### config.mk
export PLATFORM = sky130hd
export DESIGN_NAME = ireorder_ma_pipe_flat
export DESIGN_NICKNAME = d
export VERILOG_FILES = /design/src/rtl/ireorder_ma_pipe_if.sv /design/src/rtl/ireorder_ma_pipe.sv /design/src/flat_wrapper.sv
export SDC_FILE = /design/constraint.sdc
export NUM_CORES = 1
export LEC_CHECK = 0
export BUFFER_PORTS_ARGS = -buffer_cell sky130_fd_sc_hd__buf_4
export CORE_MARGIN = 3
export CORE_UTILIZATION = 54
export DETAILED_ROUTE_END_ITERATION = 10
export PLACE_DENSITY = 0.88
export SYNTH_ARGS = -nofsm -noshare
export SYNTH_HDL_FRONTEND = slang
export SYNTH_SLANG_ARGS = --single-unit
### constraint.sdc
create_clock -name clk -period 3.2 [get_ports clk]
set_input_delay 0.48 -clock clk [delete_from_list [all_inputs] [get_ports clk]]
set_output_delay 0.48 -clock clk [all_outputs]
set_load 0.01 [all_outputs]
### src/rtl/ireorder_ma_pipe_if.sv
// ---------------------------------------------------------------------------
// ireorder_ma_pipe_if
// Bundles the request and response signals of the inverse re-order address
// delay pipeline.
//   en_i        advance enable (0 = stall)
//   flush_i     synchronous flush of all stages
//   rev_i       digit-reverse the addresses captured this cycle
//   ma_i        CH_NUM packed address lanes, lane k at [k*MA_WIDTH +: MA_WIDTH]
//   ma_vld_i    ma_i valid
//   irema_o     delayed addresses, same packing as ma_i
//   irema_vld_o irema_o valid
//   occ_o       number of valid entries held in the pipeline
// Modports: master drives the inputs and observes the outputs; slave is the
// pipeline itself.
// ---------------------------------------------------------------------------
interface ireorder_ma_pipe_if #(
  parameter int MA_WIDTH = 9,
  parameter int CH_NUM   = 4,
  parameter int DEPTH    = 2,
  parameter int OCC_W    = $clog2(DEPTH + 1)
);
  logic                         en_i;
  logic                         flush_i;
  logic                         rev_i;
  logic [CH_NUM*MA_WIDTH-1:0]   ma_i;
  logic                         ma_vld_i;
  logic [CH_NUM*MA_WIDTH-1:0]   irema_o;
  logic                         irema_vld_o;
  logic [OCC_W-1:0]             occ_o;

  modport master (
    output en_i, flush_i, rev_i, ma_i, ma_vld_i,
    input  irema_o, irema_vld_o, occ_o
  );

  modport slave (
    input  en_i, flush_i, rev_i, ma_i, ma_vld_i,
    output irema_o, irema_vld_o, occ_o
  );
endinterface

### src/rtl/ireorder_ma_pipe.sv
// ---------------------------------------------------------------------------
// ireorder_ma_pipe
// Multi-lane memory-address delay pipeline for the inverse re-order stage of
// the radix-16 FFT. Each address lane is delayed by DEPTH enabled cycles with
// a valid flag riding alongside; addresses may be digit-reversed at capture.
// Ports:
//   clk    rising-edge clock
//   rst_n  asynchronous reset, active-high despite its name
//   ma_if  slave modport of ireorder_ma_pipe_if (enable, flush, reverse,
//          input addresses/valid, delayed addresses/valid, occupancy)
// Per edge priority: flush > enable > hold. Outputs come straight from the
// last stage register; occupancy is registered.
// ---------------------------------------------------------------------------
module ireorder_ma_pipe #(
  parameter int                  MA_WIDTH = 9,
  parameter int                  CH_NUM   = 4,
  parameter int                  DEPTH    = 2,
  parameter int                  DIGIT_W  = 4,
  parameter logic [MA_WIDTH-1:0] MA_ZERO  = '0,
  parameter int                  OCC_W    = $clog2(DEPTH + 1)
) (
  input  logic                 clk,
  input  logic                 rst_n,
  ireorder_ma_pipe_if.slave    ma_if
);
  localparam int                BUS_W    = CH_NUM * MA_WIDTH;
  localparam int                ND       = MA_WIDTH / DIGIT_W;
  localparam logic [BUS_W-1:0]  BUS_ZERO = {CH_NUM{MA_ZERO}};

  logic [BUS_W-1:0] data_q [DEPTH];
  logic [DEPTH-1:0] vld_q;
  logic [OCC_W-1:0] occ_q;
  logic [OCC_W-1:0] occ_d;
  logic [BUS_W-1:0] cap_d;

  // Reverse the order of the ND low digits; bits above ND*DIGIT_W stay put.
  // With ND <= 1 this degenerates to the identity.
  function automatic logic [MA_WIDTH-1:0] digit_rev(input logic [MA_WIDTH-1:0] a);
    logic [MA_WIDTH-1:0] r;
    r = a;
    for (int i = 0; i < ND; i++) begin
      r[(ND-1-i)*DIGIT_W +: DIGIT_W] = a[i*DIGIT_W +: DIGIT_W];
    end
    return r;
  endfunction

  always_comb begin
    cap_d = ma_if.ma_i;
    if (ma_if.rev_i) begin
      for (int k = 0; k < CH_NUM; k++) begin
        cap_d[k*MA_WIDTH +: MA_WIDTH] = digit_rev(ma_if.ma_i[k*MA_WIDTH +: MA_WIDTH]);
      end
    end
  end

  // One entry may enter and one may leave on the same edge; the count is
  // bounded by DEPTH because an entry only leaves once DEPTH have been shifted.
  always_comb begin
    occ_d = occ_q + OCC_W'(ma_if.ma_vld_i) - OCC_W'(vld_q[DEPTH-1]);
  end

  always_ff @(posedge clk or posedge rst_n) begin
    if (rst_n) begin
      for (int j = 0; j < DEPTH; j++) begin
        data_q[j] <= BUS_ZERO;
      end
      vld_q <= '0;
      occ_q <= '0;
    end else if (ma_if.flush_i) begin
      for (int j = 0; j < DEPTH; j++) begin
        data_q[j] <= BUS_ZERO;
      end
      vld_q <= '0;
      occ_q <= '0;
    end else if (ma_if.en_i) begin
      // Capture happens even when ma_vld_i is low; the entry is just invalid.
      data_q[0] <= cap_d;
      vld_q[0]  <= ma_if.ma_vld_i;
      for (int j = 1; j < DEPTH; j++) begin
        data_q[j] <= data_q[j-1];
        vld_q[j]  <= vld_q[j-1];
      end
      occ_q <= occ_d;
    end
  end

  assign ma_if.irema_o     = data_q[DEPTH-1];
  assign ma_if.irema_vld_o = vld_q[DEPTH-1];
  assign ma_if.occ_o       = occ_q;
endmodule

### src/flat_wrapper.sv
// flat-port wrapper written by rule: the top's interface ports become plain ports
module ireorder_ma_pipe_flat 
#(
  parameter int                  MA_WIDTH = 9,
  parameter int                  CH_NUM   = 4,
  parameter int                  DEPTH    = 2,
  parameter int                  DIGIT_W  = 4,
  parameter logic [MA_WIDTH-1:0] MA_ZERO  = '0,
  parameter int                  OCC_W    = $clog2(DEPTH + 1)
)
  (clk, rst_n, ma_if_en_i, ma_if_flush_i, ma_if_rev_i, ma_if_ma_i, ma_if_ma_vld_i, ma_if_irema_o, ma_if_irema_vld_o, ma_if_occ_o);
  ireorder_ma_pipe_if #(.MA_WIDTH(MA_WIDTH), .CH_NUM(CH_NUM), .DEPTH(DEPTH), .OCC_W(OCC_W)) ma_if_i ();
  input  logic clk;
  input  logic rst_n;
  input wire logic [$bits(ma_if_i.en_i)-1:0] ma_if_en_i;
  input wire logic [$bits(ma_if_i.flush_i)-1:0] ma_if_flush_i;
  input wire logic [$bits(ma_if_i.rev_i)-1:0] ma_if_rev_i;
  input wire logic [$bits(ma_if_i.ma_i)-1:0] ma_if_ma_i;
  input wire logic [$bits(ma_if_i.ma_vld_i)-1:0] ma_if_ma_vld_i;
  output wire logic [$bits(ma_if_i.irema_o)-1:0] ma_if_irema_o;
  output wire logic [$bits(ma_if_i.irema_vld_o)-1:0] ma_if_irema_vld_o;
  output wire logic [$bits(ma_if_i.occ_o)-1:0] ma_if_occ_o;
  assign ma_if_i.en_i = ma_if_en_i;
  assign ma_if_i.flush_i = ma_if_flush_i;
  assign ma_if_i.rev_i = ma_if_rev_i;
  assign ma_if_i.ma_i = ma_if_ma_i;
  assign ma_if_i.ma_vld_i = ma_if_ma_vld_i;
  assign ma_if_irema_o = ma_if_i.irema_o;
  assign ma_if_irema_vld_o = ma_if_i.irema_vld_o;
  assign ma_if_occ_o = ma_if_i.occ_o;
  ireorder_ma_pipe #(.MA_WIDTH(MA_WIDTH), .CH_NUM(CH_NUM), .DEPTH(DEPTH), .DIGIT_W(DIGIT_W), .MA_ZERO(MA_ZERO), .OCC_W(OCC_W)) u_core (.clk(clk), .rst_n(rst_n), .ma_if(ma_if_i));
endmodule
==> impl_metrics.xml <==
<?xml version="1.0" encoding="UTF-8"?>
<metrics>
  <group name="floorplanning">
    <metric name="die_w" unit="um">89.2</metric>
    <metric name="die_y" unit="um">89.2</metric>
    <metric name="core_area" unit="um^2">6530</metric>
    <metric name="num_rows" unit="">29</metric>
    <metric name="initial_standard_cell_utilization_of_the_core" unit="%">57.2</metric>
    <metric name="die_area" unit="um^2">7960</metric>
    <metric name="io-pin-count" unit="">81</metric>
  </group>
  <group name="global_routing">
    <metric name="grt_pass1_vias" unit="">2291</metric>
    <metric name="grt_max_degree" unit="">78</metric>
    <metric name="number_of_antenna_violations_at_the_first_check_in_global_routing" unit="">0</metric>
    <metric name="grt_usage" unit="%">18.1</metric>
    <metric name="globalRoute.totalOverflow" unit="">0</metric>
    <metric name="grt_first_pass_wirelength" unit="mm">11.0</metric>
  </group>
  <group name="route">
    <metric name="via_per_inst" unit="">5.31</metric>
    <metric name="antenna_violating_nets_post_route" unit="">0</metric>
    <metric name="drt-pass1-iter-count" unit="">6</metric>
    <metric name="met3_wirelength" unit="um">280</metric>
    <metric name="post-route-drc-count" unit="">0</metric>
    <metric name="detail_route.wirelength.met1" unit="mm">3.12</metric>
    <metric name="drtIter0Drc" unit="">133</metric>
    <metric name="routed_wire_length_per_instance" unit="um">15.1</metric>
    <metric name="wl_met2" unit="mm">3.20</metric>
    <metric name="top_layer" unit="">met4</metric>
    <metric name="vias" unit="">2354</metric>
    <metric name="routed_wl" unit="mm">6.71</metric>
  </group>
  <group name="clock_network">
    <metric name="worst_skew_pair.late_latency" unit="ps">330</metric>
    <metric name="cts_buffers" unit="">9</metric>
    <metric name="cts_setup_buffers" unit="">0</metric>
    <metric name="cts_resized" unit="">0</metric>
    <metric name="clk_path_buf_depth" unit="">2</metric>
    <metric name="postCtsHoldBufs" unit="">0</metric>
    <metric name="clock_tree.root_cell" unit="">sky130_fd_sc_hd__clkbuf_8</metric>
    <metric name="h_tree_levels" unit="">3</metric>
    <metric name="tritoncts_clock_tree" unit="">built</metric>
    <metric name="clk_transition_reported_paths" unit="ps">70</metric>
    <metric name="cts.sink_count" unit="">76</metric>
  </group>
  <group name="setup_path">
    <metric name="critPathMaxStageDelay" unit="ps">380</metric>
    <metric name="worstSetupStartpointType" unit="">flop</metric>
    <metric name="ff2ff_setup_slack" unit="ps">1650</metric>
    <metric name="crit_arrival" unit="ps">1780</metric>
    <metric name="ws_path_type" unit="">flop to flop</metric>
    <metric name="reg2reg_to" unit="">u_core.ma_if.occ_o[1]</metric>
    <metric name="crit_path_max_fanout" unit="">3</metric>
    <metric name="critPathCapture" unit="">u_core.ma_if.occ_o[1]</metric>
    <metric name="worst_r2r_path_depth" unit="">7</metric>
    <metric name="slowest_cell_on_the_critical_path" unit="">sky130_fd_sc_hd__dfrtp_1</metric>
    <metric name="timing.critical_path.required" unit="ps">3430</metric>
    <metric name="timing.critical_path.to_type" unit="">flop</metric>
    <metric name="cell_by_cell_trace_of_the_critical_path" unit="">inv_1 -&gt; ha_1 -&gt; inv_1 -&gt; ha_1 -&gt; xor2_1 -&gt; a21oi_1 -&gt; a31o_2</metric>
    <metric name="critical_path.reg2reg.startpoint" unit="">u_core.ma_if.occ_o[0]</metric>
    <metric name="startpoint" unit="">u_core.ma_if.occ_o[0]</metric>
  </group>
  <group name="job">
    <metric name="cap_viol_max_count" unit="">0</metric>
  </group>
  <group name="yosys">
    <metric name="synthesis.nets" unit="">372</metric>
    <metric name="synth_cell_types" unit="">17</metric>
    <metric name="postSynthRegisterBits" unit="">76</metric>
    <metric name="syn_area_per_cell" unit="um^2">11.4</metric>
    <metric name="yosysWarnings" unit="">0</metric>
    <metric name="netlist_instances" unit="">328</metric>
    <metric name="post_synthesis_sequential_area_ratio" unit="%">50.9</metric>
    <metric name="synthesis.area" unit="um^2">3740</metric>
  </group>
  <group name="cells_and_area">
    <metric name="register_area" unit="um^2">1900</metric>
    <metric name="fillerInstances" unit="">532</metric>
    <metric name="num-nets-final" unit="">405</metric>
    <metric name="final_cell_mix" unit="">81 x sky130_fd_sc_hd__buf_4, 76 x sky130_fd_sc_hd__nor2_1, 76 x sky130_fd_sc_hd__dfrtp_1, 75 x sky130_fd_sc_hd__mux2i_1, 25 x sky130_fd_sc_hd__a211oi_1</metric>
    <metric name="multi_input_comb_area" unit="um^2">1370</metric>
    <metric name="post_route_cells_drive_above_1_share" unit="%">29.0</metric>
    <metric name="final_common_cell" unit="">sky130_fd_sc_hd__buf_4</metric>
    <metric name="insertedDiodeCount" unit="">0</metric>
    <metric name="syn2layout_area_growth" unit="%">12.9</metric>
    <metric name="finish.instance_area" unit="um^2">4220</metric>
  </group>
  <group name="sta">
    <metric name="holdWs" unit="ps">379</metric>
    <metric name="grt_setup_unrepaired" unit="">no</metric>
    <metric name="relSlewSlack" unit="%">27.9</metric>
    <metric name="final_hold_violation_count" unit="">0</metric>
    <metric name="worst_pin_slew" unit="ps">1080</metric>
    <metric name="min_period" unit="ps">1550</metric>
    <metric name="fmaxAchievable" unit="GHz">0.646</metric>
    <metric name="worst_clock_skew" unit="ps">5.29</metric>
    <metric name="timing.final.crit_share" unit="%">48.4</metric>
    <metric name="fin_ws" unit="ps">1650</metric>
    <metric name="finalMaxSlewViolations" unit="">0</metric>
    <metric name="fin_setup_tns" unit="ps">0</metric>
    <metric name="report.final.setup_viol" unit="">0</metric>
  </group>
  <group name="outcome">
    <metric name="run_status" unit="">complete, no violations</metric>
  </group>
  <group name="power">
    <metric name="power" unit="uW">2110</metric>
    <metric name="power.density_cell_area" unit="nW/um^2">500</metric>
    <metric name="ir_worst_vdd" unit="V">0.000243</metric>
    <metric name="p_leak" unit="uW">0.00222</metric>
  </group>
  <group name="placement">
    <metric name="io_buffer_count" unit="">80</metric>
    <metric name="weighted_congestion_at_the_end_of_routability_driven_global_placement" unit="">0.736</metric>
    <metric name="detailedPlacementHpwl" unit="mm">4.45</metric>
    <metric name="detailed_place.area" unit="um^2">4000</metric>
    <metric name="pre_cts_ws" unit="ps">1330</metric>
  </group>
  <group name="min_path">
    <metric name="min_path_type" unit="">input port to async pin</metric>
  </group>
</metrics>
synthesized netlist by cell type, drive strengths merged:
| library cell | instances | area, um^2 |
|---|---|---|
| xor2 | 1 | 8.76 |
| a21oi | 1 | 5.00 |
| buf | 56 | 445 |
| mux2i | 75 | 751 |
| nand2b | 1 | 6.26 |
| ha | 2 | 25.0 |
| nor2 | 76 | 285 |
| a211oi | 32 | 275 |
| clkbuf | 4 | 15.0 |
| a31o | 1 | 8.76 |
| dfrtp | 76 | 1900 |
| inv | 3 | 11.3 |
worst min-delay path by stage:
stage,to,cells after the start,start,slack (ps)
detailed placement,u_core.ma_if.irema_o[34],2,u_core.data_q[70],510
global route,u_core.data_q[44],3,ma_if_ma_i[8],390
finish,u_core.data_q[39],2,rst_n,380
global placement,u_core.ma_if.irema_o[0],2,u_core.data_q[36],500
floorplan,u_core.data_q[44],2,u_core.data_q[44],490
CTS,u_core.data_q[71],3,ma_if_ma_i[35],370
per-layer routing:
layer	up-vias	GRT usage, %
met1	1141	26.7
met3	8	3.04
li1	1145	-
met5	-	0
met2	60	26.4
met4	0	8.12
report_power, final:
group | internal [uW] | total [uW] | switching (uW)
sequential | 1010 | 1040 | 31.2
clock | 457 | 786 | 329
combinational | 133 | 280 | 147
per-stage QoR:
stage / util [%] / std cells
after floorplan: - / 328
after global placement: 61.3 / 427
after detailed placement: 61.3 / 427
after CTS: 64.6 / 443
after global routing: 64.6 / 443
final: 64.6 / 443
worst max-delay path, delay by kind of cell, from the launching register on:
kind | cells | cell delay (ps)
flops | 1 | 380
fa+ha+maj | 2 | 430
xor+xnor | 1 | 200
compound gates | 2 | 330
buf+inv | 2 | 110
flip-flops by register name, indices dropped and copies added, names as in the netlist:
register,count
u_core.ma_if.occ_o,2
u_core.vld_q,2
u_core.ma_if.irema_o,36
u_core.data_q,36
logic make-up after synthesis:
family | after synthesis | synth area share, %
AND/OR/NAND/NOR | 77 | 7.80
flip-flops | 76 | 50.9
multiplexers | 75 | 20.1
buffers and inverters | 63 | 12.6
AO/OA/AOI/OAI | 34 | 7.73
adder cells (fa/ha/maj) | 2 | 0.669
XOR/XNOR | 1 | 0.234
cell type report:
| type | instances | area share, % |
|---|---|---|
| Clock buffer | 11 | 3.35 |
| Clock inverter | 5 | 1.78 |
| Inverter | 3 | 0.296 |
| Multi-Input combinational cell | 189 | 32.3 |
| Sequential cell | 76 | 45.1 |
| Tap cell | 77 | 2.28 |
| Timing Repair Buffer | 82 | 14.9 |
(Power assumes the default switching activity.)
